**src/rtl/up_state_ctrl.sv**
```systemverilog
// Microprocessor state controller: boot copy from ROM, then run/pause/resume sequencing.
// Optional macro UP_STATE_HLT_PAUSE_EN: a halted core self-pauses from RUN.
module up_state_ctrl #(
  parameter int unsigned BOOT_WORDS = 1024
) (
  input  logic        i_clk,
  input  logic        i_rstn,
  input  logic [15:0] i_bootData,
  output logic [14:0] o_bootAddr,
  output logic [15:0] o_memAddr,
  output logic [15:0] o_memDataOut,
  output logic        o_memWr,
  input  logic        i_pauseReq,
  input  logic        i_coreNowPaused,
  input  logic        i_coreHLT,
  output logic        o_smIsBooted,
  output logic        o_smStartPause,
  output logic        o_reportPaused
);

  typedef enum logic [2:0] {
    StBoot,
    StRun,
    StPausing,
    StPaused,
    StResuming
  } stateT;

  localparam logic [14:0] LastAddr = 15'(BOOT_WORDS - 1);

  stateT       state;
  logic [14:0] bootCnt;
  logic        issueDone;
  logic        reqQ;
  logic        reqEdge;
  logic        pauseTrig;

  assign reqEdge    = i_pauseReq & ~reqQ;
  assign o_bootAddr = bootCnt;

`ifdef UP_STATE_HLT_PAUSE_EN
  assign pauseTrig = reqEdge | i_coreHLT;
`else
  logic unusedHlt;
  assign unusedHlt = i_coreHLT;
  assign pauseTrig = reqEdge;
`endif

  always_ff @(posedge i_clk) begin
    if (!i_rstn) begin
      state          <= StBoot;
      bootCnt        <= '0;
      issueDone      <= 1'b0;
      reqQ           <= 1'b0;
      o_memWr        <= 1'b0;
      o_memAddr      <= '0;
      o_memDataOut   <= '0;
      o_smIsBooted   <= 1'b0;
      o_smStartPause <= 1'b0;
      o_reportPaused <= 1'b0;
    end else begin
      reqQ    <= i_pauseReq;
      o_memWr <= 1'b0;
      case (state)
        StBoot: begin
          if (!issueDone) begin
            // Write stage: ROM word for bootCnt is present this cycle.
            o_memWr      <= 1'b1;
            o_memAddr    <= {1'b0, bootCnt};
            o_memDataOut <= i_bootData;
            // Stop on the final count so a full 32768-word copy never relies on wrap.
            if (bootCnt == LastAddr) begin
              issueDone <= 1'b1;
            end else begin
              bootCnt <= bootCnt + 15'd1;
            end
          end else begin
            state        <= StRun;
            o_smIsBooted <= 1'b1;
          end
        end
        StRun: begin
          if (pauseTrig) begin
            state          <= StPausing;
            o_smStartPause <= 1'b1;
          end
        end
        StPausing: begin
          if (i_coreNowPaused) begin
            state          <= StPaused;
            o_reportPaused <= 1'b1;
          end
        end
        StPaused: begin
          if (reqEdge) begin
            state          <= StResuming;
            o_smStartPause <= 1'b0;
            o_reportPaused <= 1'b0;
          end
        end
        StResuming: begin
          if (!i_coreNowPaused) begin
            state <= StRun;
          end
        end
        default: state <= StBoot;
      endcase
    end
  end

endmodule

```
**config.mk**
```make
export PLATFORM = sky130hd
export DESIGN_NAME = up_state_ctrl
export DESIGN_NICKNAME = d
export VERILOG_FILES = /design/src/rtl/up_state_ctrl.sv
export SDC_FILE = /design/constraint.sdc
export NUM_CORES = 1
export LEC_CHECK = 0
export CAP_MARGIN = 20
export CORE_MARGIN = 2
export CORE_UTILIZATION = 36
export DETAILED_ROUTE_END_ITERATION = 10
export DONT_BUFFER_PORTS = 1
export GPL_ROUTABILITY_DRIVEN = 0
export SETUP_SLACK_MARGIN = 0.1
export SYNTH_ARGS = -nofsm -noshare
export SYNTH_HDL_FRONTEND = slang
export SYNTH_SLANG_ARGS = --single-unit
```
**constraint.sdc**
```tcl
create_clock -name i_clk -period 2.06 [get_ports i_clk]
set_clock_uncertainty 0.05 [all_clocks]
set_input_delay 0.412 -clock i_clk [delete_from_list [all_inputs] [get_ports i_clk]]
set_output_delay 0.412 -clock i_clk [all_outputs]
set_load 0.05 [all_outputs]
```
==> run metrics <==
Worst-Margin Slew about 0.56 ns; Clock Path Buffers 2; area leader, netlist dfxtp_1; vias in the first global route about 1600; share of cells above drive strength 1 around 17%; Post-Route WL approximately 4.9 mm; Post-CTS Hold Buffers 0; TritonCTS Buffers 5; FP Rows 28; width of the die 82.4 um; max-cap viol count 0; count leader, synth nand2_1; CTS H-tree lvls 2; sw frac between 20% and 30%; internal cell power around 1400 uW; root buffer cell clkbuf_8; Setup CP Type reg2reg; Antenna Cells 0; Port Buffers 0; CP Data Arrival Time approximately 2 ns; CTS Sinks 55; Mapped Nets 291; clock power share around 32%; relative slew slack 61.9%; Seq/Total Area, Yosys approximately 50%; Async S/R FF share, synth 0%; initial antenna violation count 0; VDD IR-drop max around 0.32 mV; unrepaired setup endpoints after global routing no; Remaining DRCs 0; Worst Hold Class in2reg; syn_area_per_cell between 8 and 9 sq um; total power 1890 uW; P per Cell Area 748 nW/um^2; Post-synth EDFFs 0; logic gate share of total power about 4.8%; worst path cell trace nor4_4 -> nand3_2 -> or4_1 -> a21oi_1; Main synth FF type dfxtp_1; layout net count approximately 300; register area between 1000 and 1500 sq um; fin crit period 1.81 ns; fin crit share 88.1%; P&R area growth vs syn 14.3%; clk slew on worst S/H paths 0.10 ns; P_sw between 400 and 500 uW; Worst Setup End Kind register; outcome finished clean; # IOs between 70 and 80; Reg power frac 63.2%; worst path required time 2.24 ns; CP Launch Type register; Iter 0 DRT Violations 75; Max FO, Critical Path 8; final setup fails 0; final slew viol count 0; mapped cell area approximately 2200 sq um; final hold slack ~0.17 ns; CTS tree built; drt first pass iters 4; grt ovf 0; FMAX between 0.5 and 0.6 GHz; largest net degree at the start of global routing 36; fillers ~630; post_cts resized 0; post-synthesis cell type count 39; post-route ant nets 0; worst skew pair latency 0.30 ns; final hold violations 0; DP HPWL approximately 3.5 mm; first-pass GRT wire length 7.58 mm; #FFs+latches synth between 50 and 60; Post-Synthesis Cells between 200 and 300; top post-synthesis cells by count 71 x nand2_1, 55 x dfxtp_1, 45 x a21oi_1; postcts setup bufs 0; Yosys top cell area share approximately half; final setup TNS 0 ns; Pleak around 0.00094 uW; Crit path largest cell delay ~0.53 ns; placed cell count 350; final non-filler cell total about 360; Worst path slowest cell or4_1; Vias approximately 1800; top cells by area, synth dfxtp_1 50%, nand2_1 12%, a21oi_1 10%; die area around 6800 sq um; area of the multi-input gates approximately 1000 sq um; Core Region around 6000 sq um; initial core utilization 37.4%; routed len/inst roughly 14 um; vias per inst approximately 5; die height around 82 um; GRT Total Usage approximately 14%; yosys warns 0
-- through the flow --
stage	utilization (%)	instance area (sq um)	worst slack, ns
2_1_floorplan	-	2230	0.0882
3_3_place_gp	41.1	2430	0.270
3_5_place_dp	41.1	2430	0.265
4_1_cts	42.6	2520	0.234
5_1_grt	42.7	2530	0.110
6_report	42.7	2530	0.246
-- path summary, 6_finish.rpt --
path / startpoint / to / slack [ns] / cells after the start
setup reg to reg: state[2] / o_bootAddr[14] / 0.25 / 4
setup / recovery: state[2] / o_bootAddr[14] / 0.25 / 4
hold / removal: i_rstn / o_bootAddr[7] / 0.17 / 1
hold reg to reg: o_bootAddr[1] / o_bootAddr[1] / 0.45 / 2
-- power by group through the flow --
stage	registers (uW)	logic [uW]	clock network [uW]
finish	1200	90.3	606
global route	1200	102	677
CTS	1200	92.1	638
detailed placement	1220	92.2	0
global placement	1220	89.7	0
floorplan	1240	55.9	0
-- metal layers --
metal,vias up,wire length [um],track usage [%]
met1,832,2140,18.5
met5,-,0,0
met4,0,31,2.50
met3,4,466,5.65
li1,945,-,-
met2,60,2230,23.2
-- critical path, delay by kind of cell, from the launching register on --
kind             cells  cell delay, ns
AO/OA/AOI/OAI        1            0.14
flip-flops           1            0.40
AND/OR/NAND/NOR      3            1.16
-- state kept, by name, summed over array words and instances, names as in the netlist --
register        cells
o_memDataOut       16
o_bootAddr         15
o_memAddr          15
state               3
issueDone           1
o_memWr             1
o_reportPaused      1
o_smIsBooted        1
o_smStartPause      1
reqQ                1
-- area by class of cell --
type | count | area share (%)
well taps | 75 | 3.71
clock inverters | 1 | 0.198
multi-input cells | 192 | 40.7
repair buffers | 24 | 7.13
flip-flops and latches | 55 | 44.3
inverters | 4 | 0.594
clock buffers | 7 | 3.41
-- cell usage in the layout, fill, tap and decap left out, types with 2 or more instances in the layout --
master | netlist | layout
dfxtp_4 | 0 | 3
a21oi_1 | 45 | 45
nor4b_1 | 2 | 2
mux2i_1 | 4 | 4
nand3_1 | 5 | 5
nor4_1 | 3 | 3
nor3_1 | 3 | 2
nand2_1 | 71 | 71
o21ai_0 | 4 | 4
dfxtp_2 | 0 | 6
nand4_1 | 4 | 4
or3_1 | 4 | 4
clkbuf_8 | 0 | 6
dfxtp_1 | 55 | 46
o31ai_1 | 6 | 6
buf_4 | 1 | 24
inv_1 | 4 | 4
or4_1 | 6 | 6
nand2b_1 | 7 | 6
nor2_1 | 9 | 9
-- cell families after synthesis --
kind of cell,after synthesis,share of synthesized area (%)
multiplexers,5,2.32
AND/OR/NAND/NOR,123,27.2
buffers and inverters,22,4.07
AO/OA/AOI/OAI,61,15.5
XOR/XNOR,1,0.396
other,1,0.170
adder cells (fa/ha/maj),1,0.566
flip-flops,55,49.8
(Power assumes the default switching activity.)
